**src/rtl/sc_matrix_scanner.sv**
```systemverilog
// sc_matrix_scanner: MAX7219-class 8x8 matrix refresher (5 init frames, then rows 1-8 forever).
// Define SC_MATRIX_SCANNER_SNAPSHOT_EN to freeze the whole image at the first row frame of each sweep.
module sc_matrix_scanner #(
   parameter int         CLKDIV_HALF = 4,
   parameter logic [3:0] INTENSITY   = 4'h8
) (
   input  logic        SC_MATRIX_SCANNER_CLOCK_50,
   input  logic        SC_MATRIX_SCANNER_RESET_InHigh,
   input  logic        SC_MATRIX_SCANNER_enable_InHigh,
   input  logic [63:0] SC_MATRIX_SCANNER_data_InBUS,
   output logic        SC_MATRIX_SCANNER_din_Out,
   output logic        SC_MATRIX_SCANNER_sclk_Out,
   output logic        SC_MATRIX_SCANNER_load_OutLow,
   output logic        SC_MATRIX_SCANNER_busy_OutHigh,
   output logic        SC_MATRIX_SCANNER_frameDone_OutHigh
);
   typedef enum logic [2:0] {IDLE, LOAD, SHIFT_LOW, SHIFT_HIGH, LATCH} state_t;
   localparam logic [7:0] PH_LAST = 8'(CLKDIV_HALF - 1);
   state_t      r_state;
   logic [3:0]  r_idx;
   logic [3:0]  r_bit;
   logic [7:0]  r_phase;
   logic [15:0] r_shift;
   logic        r_sclk;
   logic        r_load;
   logic        r_busy;
   logic        r_done;
   logic        w_ph_end;
   logic        w_en;
   logic        w_last_latch;
   logic [3:0]  w_next_idx;
   logic [3:0]  w_sel_idx;
   logic [2:0]  w_row;
   logic [63:0] w_rows;
   logic [7:0]  w_byte;
   logic [15:0] w_frame;

   assign w_en       = SC_MATRIX_SCANNER_enable_InHigh;
   assign w_ph_end   = r_phase == PH_LAST;
   assign w_next_idx = (r_idx == 4'd12) ? 4'd5 : r_idx + 4'd1;
   // The frame loaded when leaving LATCH belongs to the next index
   assign w_sel_idx  = (r_state == LATCH) ? w_next_idx : r_idx;
   assign w_row      = 3'(w_sel_idx - 4'd5);

`ifdef SC_MATRIX_SCANNER_SNAPSHOT_EN
   logic [63:0] r_snap;
   assign w_rows = (w_sel_idx == 4'd5) ? SC_MATRIX_SCANNER_data_InBUS : r_snap;
   always_ff @(posedge SC_MATRIX_SCANNER_CLOCK_50) begin
      if (SC_MATRIX_SCANNER_RESET_InHigh)
         r_snap <= '0;
      else if (w_en && w_sel_idx == 4'd5 && (r_state == IDLE || (r_state == LATCH && w_ph_end)))
         r_snap <= SC_MATRIX_SCANNER_data_InBUS;
   end
`else
   assign w_rows = SC_MATRIX_SCANNER_data_InBUS;
`endif

   assign w_byte  = w_rows[{w_row, 3'b000} +: 8];
   assign w_frame = (w_sel_idx == 4'd0) ? 16'h0F00 :
                    (w_sel_idx == 4'd1) ? 16'h0900 :
                    (w_sel_idx == 4'd2) ? {12'h0A0, INTENSITY} :
                    (w_sel_idx == 4'd3) ? 16'h0B07 :
                    (w_sel_idx == 4'd4) ? 16'h0C01 :
                    {4'h0, w_sel_idx - 4'd4, w_byte};

   // True on the edge that enters the final LATCH cycle
   assign w_last_latch = (CLKDIV_HALF == 1) ?
                         (r_state == SHIFT_HIGH && w_ph_end && r_bit == 4'd15) :
                         (r_state == LATCH && r_phase == PH_LAST - 8'd1);

   always_ff @(posedge SC_MATRIX_SCANNER_CLOCK_50) begin
      if (SC_MATRIX_SCANNER_RESET_InHigh) begin
         r_state <= IDLE;
         r_idx   <= '0;
         r_bit   <= '0;
         r_phase <= '0;
         r_shift <= '0;
         r_sclk  <= 1'b0;
         r_load  <= 1'b1;
         r_busy  <= 1'b0;
         r_done  <= 1'b0;
      end else begin
         r_done <= w_last_latch && r_idx == 4'd12;
         case (r_state)
            IDLE:
               if (w_en) begin
                  r_state <= LOAD;
                  r_shift <= w_frame;
                  r_load  <= 1'b0;
                  r_busy  <= 1'b1;
               end
            LOAD: begin
               r_state <= SHIFT_LOW;
               r_phase <= '0;
               r_bit   <= '0;
            end
            SHIFT_LOW:
               if (w_ph_end) begin
                  r_state <= SHIFT_HIGH;
                  r_sclk  <= 1'b1;
                  r_phase <= '0;
               end else
                  r_phase <= r_phase + 8'd1;
            SHIFT_HIGH:
               if (w_ph_end) begin
                  // The 16th shift leaves the register all-zero, which is the idle din level
                  r_sclk  <= 1'b0;
                  r_phase <= '0;
                  r_shift <= {r_shift[14:0], 1'b0};
                  r_bit   <= r_bit + 4'd1;
                  r_state <= (r_bit == 4'd15) ? LATCH : SHIFT_LOW;
                  r_load  <= r_bit == 4'd15;
               end else
                  r_phase <= r_phase + 8'd1;
            LATCH:
               if (w_ph_end) begin
                  r_idx   <= w_next_idx;
                  r_phase <= '0;
                  if (w_en) begin
                     r_state <= LOAD;
                     r_shift <= w_frame;
                     r_load  <= 1'b0;
                  end else begin
                     r_state <= IDLE;
                     r_busy  <= 1'b0;
                  end
               end else
                  r_phase <= r_phase + 8'd1;
            default: r_state <= IDLE;
         endcase
      end
   end

   assign SC_MATRIX_SCANNER_din_Out           = r_shift[15];
   assign SC_MATRIX_SCANNER_sclk_Out          = r_sclk;
   assign SC_MATRIX_SCANNER_load_OutLow       = r_load;
   assign SC_MATRIX_SCANNER_busy_OutHigh      = r_busy;
   assign SC_MATRIX_SCANNER_frameDone_OutHigh = r_done;
endmodule

```
**config.mk**
```make
export PLATFORM = sky130hd
export DESIGN_NAME = sc_matrix_scanner
export DESIGN_NICKNAME = d
export VERILOG_FILES = /design/src/rtl/sc_matrix_scanner.sv
export SDC_FILE = /design/constraint.sdc
export NUM_CORES = 1
export LEC_CHECK = 0
export CORE_MARGIN = 3
export CORE_UTILIZATION = 49
export CTS_CLUSTER_DIAMETER = 80
export DETAILED_ROUTE_END_ITERATION = 16
export HOLD_SLACK_MARGIN = 0.15
export MAX_ROUTING_LAYER = met4
export PLACE_DENSITY = 0.77
export SETUP_SLACK_MARGIN = 0.5
export SYNTH_ARGS = -nofsm -noshare
export SYNTH_HDL_FRONTEND = slang
export SYNTH_SLANG_ARGS = --single-unit
```
**constraint.sdc**
```tcl
create_clock -name SC_MATRIX_SCANNER_CLOCK_50 -period 3.7 [get_ports SC_MATRIX_SCANNER_CLOCK_50]
set_clock_uncertainty 0.2 [all_clocks]
set_input_delay 0.74 -clock SC_MATRIX_SCANNER_CLOCK_50 [delete_from_list [all_inputs] [get_ports SC_MATRIX_SCANNER_CLOCK_50]]
set_output_delay 0.74 -clock SC_MATRIX_SCANNER_CLOCK_50 [all_outputs]
set_load 0.005 [all_outputs]
```
Yosys cells after proc, flatten, opt, wreduce, memory -nomap -nowiden --
Cells that the tools add are included.
Word-level totals: bits in registers 39, bits in latches 0, RAM bits 0, ROM bits 0, input bits 67, output and inout bits 5, memories kept 0
Operators by class: $add $sub $neg 5, $mul 0, divide/modulo/power cells 0, magnitude comparators 0, eq/ne operators 17, shifts and indexed selects 1, muxes and demuxes 33, bitwise gates (word level) 0, reductions and logical operators 16
Operators with widths (number):
- $shiftx A64 B7 Y8 | 1
- $mux W12 | 5
- $mux W16 | 3
- $pmux W16 S3 | 1
- $eq A8 B2 Y1 const B | 2
- $pmux W8 S2 | 1
- $mux W3 | 5
- $pmux W3 S5 | 1
- $mux W4 | 3
- $ne A2 B2 Y1 const B | 5
- $mux W1 | 9
- $add A4 B1 Y4 const B | 2
- $add A8 B1 Y8 const B | 1
- $eq A4 B2 Y1 const B | 2
- $eq A4 B4 Y1 const B | 2
- $mux W8 | 1
- $pmux W4 S2 | 1
- $reduce_and A4 Y1 | 2
- $reduce_bool A2 Y1 | 4
- $eq A3 B2 Y1 const B | 2
- $reduce_and A3 Y1 | 2
- $eq A4 B1 Y1 const B | 1
- $eq A4 B3 Y1 const B | 1
- $logic_not A4 Y1 | 1
- other kinds (11) | 14

Depth between registers and ports, before layout --
Gate-level depths: netlist of the first run.
word-level depth 13, mapped depth 15, mapped depth without buffers 12

Worst setup path after synthesis of the first run --
OpenSTA, ideal clock, no wires.
kind reg2reg, from register r_idx[0], to register r_shift[0], setup time 0.131 ns, arrival time 2.957 ns, setup slack 0.412 ns, stages on the path, launching flop included 14, path buffers 4, period minus slack after synthesis 3.288 ns, cells stage by stage dfxtp_1 buf_2 clkbuf_1 inv_1 ha_1 nand3_1 nand2_4 a21oi_4 ha_1 buf_1 clkbuf_1 mux4_2 o22ai_1 o31ai_1
On the way: longest elaborated chain between the ends 13, elaborated cells between the ends (all ways) 19, classes of those cells 2 x add/sub; 5 x eq/ne; 1 x shift; 10 x mux; 1 x reduce/logical
RTL lines:
- from (decl) | RTL line 20 | logic [3:0] r_idx;
- from (signal assigned) | RTL line 117 | r_idx <= w_next_idx;
- $add A4 B1 Y4 or $eq A4 B4 Y1 (tied branches) | RTL line 40 | assign w_next_idx = (r_idx == 4'd12) ? 4'd5 : r_idx + 4'd1;
- $mux W4 | RTL line 40
- $mux W4 * | RTL line 42 | assign w_sel_idx = (r_state == LATCH) ? w_next_idx : r_idx;
- $sub A3 B3 Y3 | RTL line 43 | assign w_row = 3'(w_sel_idx - 4'd5);
- $shiftx A64 B7 Y8 | RTL line 58 | assign w_byte = w_rows[{w_row, 3'b000} +: 8];
- $mux W12 | RTL line 63 | (w_sel_idx == 4'd4) ? 16'h0C01 :
- $mux W12 | RTL line 62 | (w_sel_idx == 4'd3) ? 16'h0B07 :
- $mux W12 | RTL line 61 | (w_sel_idx == 4'd2) ? {12'h0A0, INTENSITY} :
- $mux W12 | RTL line 60 | (w_sel_idx == 4'd1) ? 16'h0900 :
- $mux W12 * | RTL line 59 | assign w_frame = (w_sel_idx == 4'd0) ? 16'h0F00 :
- $mux W16 * | RTL line 86, 119
- $mux W16 | RTL line 116 | if (w_ph_end) begin
- $pmux W16 S3 * | RTL line 84 | case (r_state)
- to (signal assigned) | RTL line 88 | r_shift <= w_frame;
- to (signal assigned) | RTL line 109 | r_shift <= {r_shift[14:0], 1'b0};
- to (signal assigned) | RTL line 121 | r_shift <= w_frame;
- to (decl) | RTL line 23 | logic [15:0] r_shift;
Every way passes the cells marked *; elsewhere a longest branch is shown, timed or not. The select of a mux whose other input is x is not followed. A chain may end at the register's enable or synchronous reset.

Final worst setup path of the first run --
from register r_state[0], to register r_shift[7]
On the way: longest elaborated chain between the ends 12, elaborated cells between the ends (all ways) 23, classes of those cells 1 x add/sub; 8 x eq/ne; 1 x shift; 9 x mux; 4 x reduce/logical
RTL lines:
- from (decl) | RTL line 19 | state_t r_state;
- from (signal assigned) | RTL line 111 | r_state <= (r_bit == 4'd15) ? LATCH : SHIFT_LOW;
- $eq A3 B3 Y1 | RTL line 42, 84
- $mux W4 | RTL line 42
- $sub A3 B3 Y3 | RTL line 43
- $shiftx A64 B7 Y8 | RTL line 58
- $mux W12 | RTL line 63
- $mux W12 | RTL line 62
- $mux W12 | RTL line 61
- $mux W12 | RTL line 60
- $mux W12 | RTL line 59
- $mux W16 | RTL line 86, 119
- $mux W16 | RTL line 116
- $pmux W16 S3 | RTL line 84
Parallel ways exist; a longest one is shown, timed or not. The select of a mux whose other input is x is not followed.

==> results of run 1 <==
[worst max path at each step]
stage | slack, ps | to | depth (start not counted) | start
after floorplan | 530 | r_shift[4] | 15 | r_idx[0]
after global placement | 510 | r_shift[7] | 7 | r_state[0]
after detailed placement | 410 | r_shift[5] | 9 | r_idx[0]
after CTS | 550 | r_shift[5] | 12 | r_idx[0]
after global routing | 460 | r_shift[4] | 10 | r_state[0]
final | 640 | r_shift[7] | 8 | r_state[0]
[stage by stage]
step	setup slack, ps	power, uW
3_3_place_gp	506	633
6_report	635	911
3_5_place_dp	409	637
2_1_floorplan	528	543
5_1_grt	458	958
4_1_cts	552	916
[sequential cells by signal, indices dropped and copies added (netlist names)]
register and count:
SC_MATRIX_SCANNER_busy_OutHigh 1, SC_MATRIX_SCANNER_frameDone_OutHigh 1, SC_MATRIX_SCANNER_load_OutLow 1, SC_MATRIX_SCANNER_sclk_Out 1, r_bit 4, r_idx 4
r_phase 8, r_shift 16, r_state 3
[cells by family (layout without fill, tap and decap cells)]
logic type      count (synthesis)  count (layout)
compound gates                 87              87
buf+inv                        29              99
xor+xnor                        9               9
fa+ha+maj                      12              12
flops                          39              39
mux                            30              30
simple gates                  115             115
[what timing repair did]
action	in CTS	in global routing
pin swaps	0	2
resized for setup	3	6
buffers inserted	0	5
setup endpoints to repair	4	5
[report_power, final]
part | total (uW) | leakage [uW] | switching [uW] | internal (uW)
clock | 283 | 0.0000477 | 154 | 129
combinational | 177 | 0.00104 | 68.4 | 109
sequential | 450 | 0.000318 | 16.0 | 434
total | 911 | 0.00140 | 239 | 672
[cell usage in the layout, fill, tap and decap left out, types with 2 or more instances in the layout]
cell type,Yosys,layout
o211ai_1,3,3
o22ai_1,2,2
nand2_1,26,26
mux4_2,13,13
a211oi_1,6,6
nand2b_1,4,4
xnor2_1,3,3
nand3_1,13,13
clkdlybuf4s50_1,0,71
xor2_1,6,6
and3_1,7,7
and2_1,4,4
a21o_1,2,2
clkbuf_8,0,5
clkinv_2,0,3
a21oi_1,30,30
nand3b_1,2,2
nand4_1,3,3
nor3_1,4,4
buf_4,0,11
mux2_2,3,3
o31a_1,2,2
nor2_1,39,39
mux2i_1,14,12
a22oi_1,7,7
or3_1,2,2
o21ai_0,16,16
ha_1,12,10
mux2i_2,0,2
dfxtp_1,39,37
nor4_1,3,3
inv_1,7,7
ha_2,0,2
a221oi_1,8,8
[per-layer routing]
layer / part of all wire (%) / vias to the layer above / global-route usage [%]
met5: 0 / - / -
met4: 1.4 / 0 / 6.42
met3: 7.2 / 8 / 4.21
met2: 46 / 103 / 37.3
met1: 45 / 1222 / 29.0
li1: - / 1325 / -
[cell usage after synthesis (3+ instances only)]
cell type,number
a21oi_1,30
a22oi_1,7
nor2_1,39
ha_1,12
nor3_1,4
clkbuf_1,16
nor4_1,3
a211oi_1,6
xor2_1,6
o21ai_0,16
dfxtp_1,39
xnor2_1,3
o211ai_1,3
and2_1,4
mux2i_1,14
and3_1,7
inv_1,7
nand2b_1,4
nand3_1,13
nand4_1,3
mux2_2,3
a221oi_1,8
nand2_1,26
mux4_2,13
[worst max-delay path, cell delays in order (launching register included)]
cell      delay [ps]
dfxtp_1          440
or3b_4           500
nor2_1           190
a21oi_4           70
buf_12           130
ha_2             500
mux4_2           540
nand2b_1         160
a211oi_1         240
[layout make-up]
type | count | area (sq um)
fillers | 433 | 1610
clock inverters | 3 | 15.0
well taps | 70 | 87.6
multi-input cells | 253 | 1850
repair buffers | 83 | 813
inverters | 8 | 32.5
clock buffers | 5 | 68.8
flip-flops and latches | 39 | 786
==> metrics.md, run 1 <==
| Metric | Value |
|---|---|
| Min-delay src | r_shift[11] |
| Post-Place Cells | 448 |
| CTS H-Tree Depth | 2 |
| Final std cells w/o fill | 461 |
| Hold-fix buffers, CTS | 0 |
| Warnings from Yosys | 0 |
| Initial antenna violation count | 0 |
| Count of port buffers added during placement | 71 |
| Leakage power | between 0.001 and 0.0015 uW |
| Width of the die | 80.8 microns |
| RSZ-0062 raised after global routing | yes |
| Syn nets | 400 |
| Initial core utilization | 52.0% |
| Post-Synth XOR/XNOR Area | 2.88% |
| Crit end category | flip-flop |
| DR WL/cell | ~15 microns |
| Area grow syn2layout | 33.4% |
| Min Hold Slack | 257 ps |
| Post-DP HPWL | around 5200 microns |
| Largest net degree at the start of global routing | 20 |
| Routed wire length | 6720 microns |
| Largest cells by area after synthesis | dfxtp_1, mux4_2, a21oi_1, ha_1, nor2_1 |
| Final GP Congestion | ~0.84 |
| Num rows | 26 |
| Simple-gate share of the synthesized area | 20.6% |
| Final min period | 3060 ps |
| Register area share after synthesis | 28.5% |
| Status | finished clean |
| Root buf cell | clkbuf_8 |
| Pwr per Cell Area | approximately 250 nW/um^2 |
| Final antenna-violating net count | 0 |
| Peak Freq | 0.326 GHz |
| Post-synthesis compound-gate area fraction | 20.7% |
| Global-route usage over all layers | 22.8% |
| Period utilisation layout | between 80% and 90% |
| Synthesized area | between 2000 and 3000 sq um |
| Seq cells post-synth | 39 |
| First-pass GRT wire length | 11,500 microns |
| Height of the die | 80.8 microns |
| Worst Path Required | 3710 ps |
| Final Cell Area | 3660 sq um |
| CTS tree | built |
| CP startpoint kind | flip-flop |
| Crit Path Max Fanout | 14 |
| Worst slew margin | approximately 57% |
| Synth top area share | 28.5% |
| Ys flop type | dfxtp_1 |
| Antenna Diode Count | 0 |
| Final Hold Violating Endpoints | 0 |
| Hold Path Class | reg -> reg |
| Share of cells above drive strength 1 | around an eighth |
| Syn_area_per_cell | ~8.5 sq um |
| R2R Path End | r_shift[7] |
| CP Class | reg -> reg |
| Final setup fails | 0 |
| CTS buffer count | 5 |
| DRT iter0 DRCs | 181 |
| Vias/cell | 5.77 |
| Async S/R FF share, synth | 0% |
| Post-layout util | a little over two thirds |
| R2R cell count | 8 |
| Nets | 469 |
| Critical R2R Launch | r_state[0] |
| Vias in the first global route | 2,630 |
| Critical path arrival | 3070 ps |
| Reg2Reg Setup Slack | 640 ps |
| CTS max path bufs | 2 |
| Die area | approximately 6500 sq um |
| Peak supply drop | 0.180 mV |
| Dpl cell area | 3500 sq um |
| Clk Latency, worst-skew pair | 300 ps |
| Post-synthesis mux area share | 17.0% |
| Overflow after GRT | 0 |
| Slew Limit Fails | 0 |
| DR pass1 iterations | 4 |
| Hold depth | 2 |
| Setup_tns | 0 ps |
| # IOs | 72 |
| Cell variety after synth | 52 |
| Largest family of logic cells by synthesized area | compound AO/OA/AOI/OAI gates |
| Total vias in the final route | 2,658 |
| Core Footprint | 5270 sq um |
| DRC errors left | 0 |
| Adder-cell share of the synthesized area | around 5.5% |
| Slew @ Worst Pin | ~640 ps |
| Clock transition at path regs | 80 ps |
| Post-synth EDFFs | 0 |
| Maxcap violations | 0 |
| Post-synth top area cell | dfxtp_1 |
| Post-Synthesis Cells | 321 |
| Sink Count | 39 |
| Hold EP | r_shift[11] |
No activity file was read; power rests on OpenSTA's default activity.
==> run 2, diff against run 1 <==
--- a/config.mk
+++ b/config.mk
@@ -6,12 +6,12 @@
 export NUM_CORES = 1
 export LEC_CHECK = 0
 export CORE_MARGIN = 3
-export CORE_UTILIZATION = 49
+export CORE_UTILIZATION = 44
 export CTS_CLUSTER_DIAMETER = 80
 export DETAILED_ROUTE_END_ITERATION = 16
 export HOLD_SLACK_MARGIN = 0.15
 export MAX_ROUTING_LAYER = met4
-export PLACE_DENSITY = 0.77
+export PLACE_DENSITY = 0.73
 export SETUP_SLACK_MARGIN = 0.5
 export SYNTH_ARGS = -nofsm -noshare
 export SYNTH_HDL_FRONTEND = slang
==> constraint.sdc (replaced) <==
create_clock -name SC_MATRIX_SCANNER_CLOCK_50 -period 2.8 [get_ports SC_MATRIX_SCANNER_CLOCK_50]
set_clock_uncertainty 0.2 [all_clocks]
set_input_delay 0.56 -clock SC_MATRIX_SCANNER_CLOCK_50 [delete_from_list [all_inputs] [get_ports SC_MATRIX_SCANNER_CLOCK_50]]
set_output_delay 0.56 -clock SC_MATRIX_SCANNER_CLOCK_50 [all_outputs]
set_load 0.005 [all_outputs]
==> run 2 against run 1 <==
  * Total power rose by 38%
  * Critical path type unchanged
  * Largest power group unchanged
  * Global-route usage down 0.63 points
  * Worst hold slack gained 1.5 ps
  * Sequential share of layout area fell by 3.3 points
  * Core utilization rose by 3.6 points
==> metrics.md, run 2 (same netlist as run 1, synthesis figures left out) <==
| Metric | Value |
|---|---|
| M1 WL | 3570 microns (+18%) |
| RSZ-0062 raised after global routing | yes |
| Max incr delay on CP | 370 ps (-170 ps) |
| CP startpoint kind | flip-flop |
| Setup slack after layout | 225 ps (-411 ps) |
| Worst slew margin | 75.5% (+18 points) |
| Initial core utilization | 45.8% (-6.3 points) |
| Core Footprint | 5990 sq um (+14%) |
| DR pass1 iterations | 4 (unchanged) |
| Hold Path Class | reg -> reg |
| Area grow syn2layout | 59.6% |
| Pwr per Cell Area | 287 nW/um^2 (+15%) |
| WL met2 | 4140 microns (+33%) |
| Register with the most flip-flops | r_shift |
| Buf/Inv on CP | 4 (+3) |
| Die area | 7210 sq um (+10%) |
| Sink Count | 39 (unchanged) |
| Num rows | 28 (+7.7%) |
| CP Class | reg -> reg |
| CP max-delay cell | dfxtp_4 |
| Post-Place Cells | 469 (+4.7%) |
| Register area | 795 sq um (+1.1%) |
| Leakage power | 0.00169 uW (+21%) |
| Critical path arrival | 2560 ps (-510 ps) |
| CTS buffer count | 5 (unchanged) |
| Slew Limit Fails | 0 (unchanged) |
| CTS H-Tree Depth | 2 (unchanged) |
| Regs by FF count | r_shift: 16 flops, r_phase: 8 flops |
| Slew @ Worst Pin | 364 ps (-276 ps) |
| # IOs | 72 (unchanged) |
| DR top layer | met4 |
| Global-route usage over all layers | 22.1% (-0.63 points) |
| Worst Path Required | 2790 ps (-920 ps) |
| First-pass GRT wire length | 12,800 microns (+11%) |
| Antenna Diode Count | 0 (unchanged) |
| Final min period | 2580 ps (-489 ps) |
| Period utilisation layout | 92.0% (+9.1 points) |
| Total vias in the final route | 2,873 (+8.1%) |
| Post-layout util | 73.0% (+3.6 points) |
| Nets | 511 (+9.0%) |
| Initial antenna violation count | 0 (unchanged) |
| Filler cells | 420 (-3.0%) |
| CTS max path bufs | 2 (unchanged) |
| Root buf cell | clkbuf_8 |
| Width of the die | 84.9 microns (+5.1%) |
| Final std cells w/o fill | 507 (+10%) |
| Largest net degree at the start of global routing | 20 (unchanged) |
| Maxcap violations | 0 (unchanged) |
| Crit Path Max Fanout | 6 (-8) |
| DRT iter0 DRCs | 206 (+14%) |
| Max FFs per register | 16 (unchanged) |
| Overflow after GRT | 0 (unchanged) |
| Vias/cell | 5.67 (-1.7%) |
| Multi-input gate area | 2140 sq um (+15%) |
| Vias in the first global route | 2,878 (+9.4%) |
| Hold-fix buffers, CTS | 0 (unchanged) |
| Crit path max-delay family | multiplexers |
| DR WL/cell | 16.4 microns (+12%) |
| Min Hold Slack | 259 ps (+1.50 ps) |
| Peak Freq | 0.388 GHz (+19%) |
| Share of cells above drive strength 1 | 31.5% (+18 points) |
| Routed wire length | 8290 microns (+23%) |
| Post-DP HPWL | 5650 microns (+8.6%) |
| DP Worst Slack | 134 ps (-275 ps) |
| Clock transition at path regs | 80 ps (about the same) |
| Wire length on met3 | 401 microns (-17%) |
| Height of the die | 84.9 microns (+5.1%) |
| Final GP Congestion | 0.945 (+13%) |
| Final Hold Violating Endpoints | 0 (unchanged) |
| Commonest non-fill, non-tap cells in the layout | clkdlybuf4s50_1, buf_4, nor2_1, dfxtp_1, a21oi_1 |
| CTS tree | built |
| Setup_tns | 0 ps (unchanged) |
| Crit end category | flip-flop |
| Count of port buffers added during placement | 71 (unchanged) |
| Commonest non-fill, non-tap cell in the layout | clkdlybuf4s50_1 |
| Final antenna-violating net count | 0 (unchanged) |
| Reg2Reg Setup Slack | 220 ps (-410 ps) |
| Status | finished clean |
| Most numerous cell on the critical path | buf_6 |
| Cell Chain, Critical Path | nor3b_4 > buf_6 > mux2i_4 > buf_6 > buf_6 > ha_4 > buf_16 > mux4_2 > and2_4 > o31a_1 |
| Final setup fails | 0 (unchanged) |
| Clk Latency, worst-skew pair | 300 ps (about the same) |
| DRC errors left | 0 (unchanged) |
| Peak supply drop | 0.281 mV (+57%) |
[run 2: area by class of cell]
class                           count  share of cell area [%]
Clock buffer                        6                    1.89
Clock inverter                      1                   0.114
Tap cell                           75                    2.15
Inverter                            8                    1.09
Sequential cell                    39                    18.2
Timing Repair Buffer              125                    27.7
Multi-Input combinational cell    253                    48.9
[run 2: worst min-delay path, stage by stage (launching register included)]
cell	delay [ps]
dfxtp_1	310
nand2_1	50
a21oi_1	50
[run 2: report_power, final]
group | total, uW | leakage (uW) | switching [uW] | internal, uW
clock network | 388 | 0.0000470 | 195 | 193
logic | 278 | 0.00133 | 113 | 165
registers | 591 | 0.000320 | 16.2 | 575
[run 2: repair_timing]
| action | in CTS | in global routing |
|---|---|---|
| gates resized for setup | 40 | 28 |
| cloned | 1 | 0 |
| endpoints found under the setup margin | 12 | 27 |
| pin swaps | 20 | 21 |
| setup buffers | 17 | 13 |
[run 2: per-stage QoR]
step | area, sq um | total power (uW)
2_1_floorplan | 2920 | 721
3_3_place_gp | 3760 | 852
3_5_place_dp | 3760 | 857
4_1_cts | 4170 | 1250
5_1_grt | 4370 | 1310
6_report | 4370 | 1260
[run 2: path summary, 6_finish.rpt]
path,startpoint,to,depth (start not counted)
max reg2reg,r_state[1],r_shift[2],10
min reg2reg,r_shift[11],r_shift[11],2
max,r_state[1],r_shift[2],10
min,r_shift[11],r_shift[11],2
[run 2: layer usage]
layer	GRT usage, %	vias up
li1	-	1408
met1	27.8	1339
met2	37.3	112
met3	2.62	14
met4	7.05	0
met5	-	-
==> run 3, diff against run 2 <==
--- a/config.mk
+++ b/config.mk
@@ -6,12 +6,13 @@
 export NUM_CORES = 1
 export LEC_CHECK = 0
 export CORE_MARGIN = 3
-export CORE_UTILIZATION = 44
+export CORE_UTILIZATION = 46
+export CTS_BUF_LIST = sky130_fd_sc_hd__clkbuf_2
 export CTS_CLUSTER_DIAMETER = 80
 export DETAILED_ROUTE_END_ITERATION = 16
 export HOLD_SLACK_MARGIN = 0.15
 export MAX_ROUTING_LAYER = met4
-export PLACE_DENSITY = 0.73
+export PLACE_DENSITY = 0.76
 export SETUP_SLACK_MARGIN = 0.5
 export SYNTH_ARGS = -nofsm -noshare
 export SYNTH_HDL_FRONTEND = slang
==> run 3 against run 2 <==
  * Via count is 1.1% higher
  * Die area is 4.0% lower
  * Global-route usage up 1.4 points
  * Clock-buffer cell count is 1 lower
  * Sequential power about the same
  * Worst setup slack lost 180 ps
  * Non-clock buffer count fell by 8
  * Worst hold slack improved by 11 ps
  * Routed wire length rose by 1.4%
  * Sequential share of layout area increased by 0.50 points
  * Critical endpoint is now r_shift[7]
  * Total power down 3.0%
  * Clock power decreased by 9.8%
==> metrics.md, run 3 (same netlist as run 1, synthesis figures left out) <==
| Metric | Value |
|---|---|
| Status | finished clean |
| Overflow after GRT | 0 (unchanged) |
| First-pass GRT wire length | 13,100 microns (+1.8%) |
| Total vias in the final route | 2,904 (+1.1%) |
| Root buf cell | clkbuf_2 |
| Comb pwr share | 22.7% (+0.6 points) |
| Crit path launch | r_state[0] |
| Height of the die | 83.2 microns (-2.0%) |
| Vias/cell | 5.84 (+3.1%) |
| Dpl cell area | 3740 sq um (-0.43%) |
| Final min period | 2750 ps (+179 ps) |
| Hold EP | r_shift[11] |
| Max FFs per register | 16 (unchanged) |
| Setup_tns | 0 ps (unchanged) |
| Crit Path Max Fanout | 4 (-2) |
| Leakage power | 0.00161 uW (-4.7%) |
| Peak supply drop | 0.179 mV (-37%) |
| Register with the most flip-flops | r_shift |
| # IOs | 72 (unchanged) |
| Peak Freq | 0.363 GHz (-6.5%) |
| Worst Path Required | 2930 ps (+140 ps) |
| Largest net degree at the start of global routing | 24 (+20%) |
| Hold Path Class | reg -> reg |
| Final std cells w/o fill | 497 (-2.0%) |
| Period utilisation layout | 98.4% (+6.4 points) |
| Vias in the first global route | 2,882 (+0.14%) |
| Sink Count | 39 (unchanged) |
| Final setup fails | 0 (unchanged) |
| Die area | 6920 sq um (-4.0%) |
| RSZ-0062 raised after global routing | yes |
| Slew Limit Fails | 0 (unchanged) |
| Hold depth | 2 (unchanged) |
| Count of port buffers added during placement | 71 (unchanged) |
| Sequential Power Share | 48.6% (+1.6 points) |
| Commonest non-fill, non-tap cells in the layout | clkdlybuf4s50_1, nor2_1, dfxtp_1, buf_4, a21oi_1 |
| Final Hold Violating Endpoints | 0 (unchanged) |
| Crit end category | flip-flop |
| Worst slew margin | 63.4% (-12 points) |
| Core Footprint | 5640 sq um (-5.8%) |
| Share of cells above drive strength 1 | 29.6% (-1.8 points) |
| Initial core utilization | 48.6% (+2.8 points) |
| CTS max path bufs | 2 (unchanged) |
| Num rows | 27 (-3.6%) |
| DRT iter0 DRCs | 142 (-31%) |
| Critical R2R Launch | r_state[0] |
| Regs by FF count | r_shift: 16 flops, r_phase: 8 flops |
| CP Class | reg -> reg |
| CTS tree | built |
| Pwr per Cell Area | 287 nW/um^2 (about the same) |
| R2R cell count | 11 (+1) |
| R2R Path End | r_shift[7] |
| Reg2Reg Setup Slack | 50 ps (-180 ps) |
| Filler cells | 360 (-14%) |
| Switching Share | 27.3% (+1.5 points) |
| Clock power share | 28.7% (-2.2 points) |
| Area grow syn2layout | 54.8% |
| Post-Place Cells | 466 (-0.64%) |
| DR pass1 iterations | 4 (unchanged) |
| Final Cell Area | 4240 sq um (-3.0%) |
| CP startpoint kind | flip-flop |
| Clk Latency, worst-skew pair | 430 ps (+130 ps) |
| Global-route usage over all layers | 23.5% (+1.4 points) |
| Hold-fix buffers, CTS | 0 (unchanged) |
| CTS H-Tree Depth | 2 (unchanged) |
| Post-DP HPWL | 5610 microns (-0.65%) |
| Routed wire length | 8410 microns (+1.4%) |
| DR WL/cell | 16.9 microns (+3.4%) |
| Clock transition at path regs | 210 ps (+130 ps) |
| Nets | 503 (-1.6%) |
| Net Sw Power | 332 uW (+2.6%) |
| Internal power | 887 uW (-4.9%) |
| Initial antenna violation count | 0 (unchanged) |
| Final antenna-violating net count | 0 (unchanged) |
| Commonest non-fill, non-tap cell in the layout | clkdlybuf4s50_1 |
| Maxcap violations | 0 (unchanged) |
| Final GP Congestion | 0.834 (-12%) |
| Slew @ Worst Pin | 549 ps (+185 ps) |
| Critical path arrival | 2880 ps (+320 ps) |
| Width of the die | 83.2 microns (-2.0%) |
| CTS buffer count | 5 (unchanged) |
| Antenna Diode Count | 0 (unchanged) |
| Min-delay src | r_shift[11] |
| DRC errors left | 0 (unchanged) |
[run 3: cell count changes in the layout (fill, tap and decap cells not counted), moves of 2 or more]
cell      previous run  this run
buf_4               40        34
clkbuf_8             6         0
o21ai_2              5         2
a211oi_1             6         4
and2_1               1         4
and2_4               4         1
a211oi_2             0         2
buf_12               3         1
clkbuf_2             0         5
[run 3: area by class of cell]
| class | count | area, sq um | share of cell area [%] |
|---|---|---|---|
| tap | 72 | 90.1 | 2.12 |
| sequential | 39 | 792 | 18.7 |
| timing repair buffer | 117 | 1110 | 26.2 |
| inverter | 8 | 35.0 | 0.826 |
| clock buffer | 5 | 25.0 | 0.590 |
| multi-input combinational | 253 | 2150 | 50.7 |
| clock inverter | 3 | 38.8 | 0.914 |
[run 3: timing repair]
item | CTS | global route
gates resized for setup | 44 | 18
endpoints found under the hold margin | 0 | 0
pin swaps | 17 | 20
endpoints found under the setup margin | 12 | 23
setup buffers | 19 | 4
[run 3: worst max-delay path by stage]
| stage | endpoint | slack, ps | cells after the start |
|---|---|---|---|
| global route | r_shift[7] | 7 | 11 |
| floorplan | r_shift[4] | 30 | 15 |
| CTS | r_shift[5] | 140 | 11 |
| finish | r_shift[7] | 50 | 11 |
| detailed placement | r_shift[5] | 20 | 9 |
| global placement | r_shift[1] | 80 | 8 |
[run 3: worst max-delay path: stages, from the launching register on]
cell	delay (ps)
dfxtp_2	370
buf_4	130
or3b_4	390
nor2_4	140
a21oi_4	70
buf_6	130
ha_4	160
o31ai_4	260
and3_4	230
and3_4	210
nand2b_1	80
a211oi_2	290
[run 3: metal layers]
| metal | GRT usage, % | wire, microns | part of all wire, % |
|---|---|---|---|
| met1 | 26.8 | 3400 | 40 |
| met2 | 40.2 | 4220 | 50 |
| met3 | 3.47 | 436 | 5.2 |
| met4 | 11.9 | 345 | 4.1 |
| met5 | - | 0 | 0 |
[run 3: metrics by stage]
| stage | power, uW | setup WS, ps | hold slack, ps | utilization (%) |
|---|---|---|---|---|
| final | 1220 | 45.6 | 270 | 75.2 |
| after global routing | 1270 | 7.13 | 292 | 75.2 |
| after CTS | 1210 | 139 | 270 | 73.3 |
| after detailed placement | 859 | 20.0 | 248 | 66.4 |
| after global placement | 852 | 82.9 | 245 | 66.4 |
| after floorplan | 721 | 32.8 | 236 | - |
[run 3: power by group through the flow]
stage,combinational (uW),clock [uW],sequential [uW]
after floorplan,124,0,598
after global placement,252,0,601
after detailed placement,257,0,602
after CTS,269,352,591
after global routing,301,376,595
final,277,350,592
==> variant (config.mk and constraints of run 3) <==
The output `SC_MATRIX_SCANNER_frameDone_OutHigh` loses its register stage (`r_done` becomes a continuous assignment).
--- a/src/rtl/sc_matrix_scanner.sv
+++ b/src/rtl/sc_matrix_scanner.sv
@@ -78,9 +78,7 @@
          r_sclk  <= 1'b0;
          r_load  <= 1'b1;
          r_busy  <= 1'b0;
-         r_done  <= 1'b0;
       end else begin
-         r_done <= w_last_latch && r_idx == 4'd12;
          case (r_state)
             IDLE:
                if (w_en) begin
@@ -131,6 +129,8 @@
       end
    end
 
+   assign r_done = w_last_latch && r_idx == 4'd12;
+
    assign SC_MATRIX_SCANNER_din_Out           = r_shift[15];
    assign SC_MATRIX_SCANNER_sclk_Out          = r_sclk;
    assign SC_MATRIX_SCANNER_load_OutLow       = r_load;
Check against the original RTL: no difference found for any inputs over 10 cycles, from zero or initial values and one cycle with SC_MATRIX_SCANNER_RESET_InHigh high; that may be too few to reach the edited logic, so the function may still have changed.
==> variant against run 3 <==
- non-clock buffer count decreased by 11
- worst setup slack improved by 0.13 ns
- routed wire length increased by 0.44%
- sequential cell count decreased by 1
- combinational power increased by 2%
- power increased by 6.4%
- area after synthesis increased by 3.3%
- final area decreased by 1.3%
- utilization decreased by 2.3 points
- largest power group unchanged
- highest routed layer unchanged
==> variant: results (changes against run 3) <==
Slowest Stage Delay on Critical Path 0.50 ns (was 0.39 ns); largest net degree at the start of global routing 32 (was 24); clk pwr 436 uW (was 350 uW); Mapped Avg Cell Area 8.38 sq um (was 8.54 sq um); Non-Filler Cell Area, Final 4190 sq um (was 4240 sq um); mux share of post-synthesis cell area 0.117 (was 0.170); Yosys cell types 65 (was 52); Switch Pwr 330 uW (was 332 uW); GRT Util Overall 0.235 (about the same); Pre-Repair DR Iteration Count 5 (was 4); status finished, final reports clean (unchanged); worst hold margin 0.276 ns (was 0.270 ns); DRT iter0 DRCs 179 (was 142); critical path arrival 2.75 ns (was 2.88 ns); Logic pwr share 0.217 (was 0.227); Mapped Nets 417 (was 400); dpl cell area 3720 sq um (was 3740 sq um); Post-Synth XOR/XNOR Area 0.0371 (was 0.0288); # fillers 433 (was 360); Placed Cells 478 (was 466); post-CTS sizing 37 (was 44); vias post-DR 2973 (was 2904); Post-Synth Adder-Cell Area 0.0530 (was 0.0548); final HPWL from detailed placement 5990 microns (was 5610 microns); top cells by count, synth 42 x nor2_1, 38 x dfxtp_1, 25 x a21oi_1 (was 39 x dfxtp_1, 39 x nor2_1, 30 x a21oi_1); fin cells 503 (was 497); final worst setup slack 0.171 ns (was 0.0456 ns); cell family with most CP delay multiplexers (was simple AND/OR/NAND/NOR gates); Crit-path slowest cell mux4_2 (was or3b_4); top post-synthesis cells by area dfxtp_1 27%, mux2i_1 5.7%, nor2_1 5.6% (was dfxtp_1 28%, mux4_2 11%, a21oi_1 5.5%); static leakage 1.57 nW (was 1.61 nW); Place WS -0.0110 ns (was 0.0200 ns); Slew headroom 0.698 (was 0.634); gp weighted congestion 0.924 (was 0.834); final WL 8440 microns (was 8410 microns); CP max FO 5 (was 4); maximum VDD drop 0.445 mV (was 0.179 mV); sequential share of the synthesized area 0.269 (was 0.285); Int Power 967 uW (was 887 uW); setup bufs post-CTS 15 (was 19); CTS max path bufs 2 (unchanged); Synth Area in Compound Gates 0.239 (was 0.207); R2R Setup Slk 0.17 ns (was 0.05 ns); FF-to-FF path depth 9 (was 11); first-pass GRT wire length 13400 microns (was 13100 microns); Layout Nets 509 (was 503); worst-skew pair later-pin latency 0.40 ns (was 0.43 ns)
-- variant: cell count changes after synthesis, sizes merged, moves of 4 or more --
cell / change
a211oi: +11
nor2b: +10
buf: +9
clkbuf: -9
mux4: -8
o21ai: -8
a21oi: -6
o21bai: +5
and2: -4
nand2: -4
nand4: +4
nor3: +4
-- variant: routing by layer --
layer	track usage	wire length, microns
met1	0.273	3450
met2	0.410	4410
met3	0.0422	476
met4	0.0777	110
met5	-	0
-- variant: path summary, 6_finish.rpt --
kind,end,start
setup / recovery,r_shift[0],r_state[0]
hold / removal,r_shift[0],r_shift[0]
setup reg to reg,r_shift[0],r_state[0]
hold reg to reg,r_shift[0],r_shift[0]
-- variant: area by class of cell --
type	instances	share of cell area
Multi-Input combinational cell	269	0.518
Clock buffer	5	0.00597
Clock inverter	3	0.0164
Inverter	10	0.00896
Tap cell	72	0.0215
Timing Repair Buffer	106	0.244
Sequential cell	38	0.185
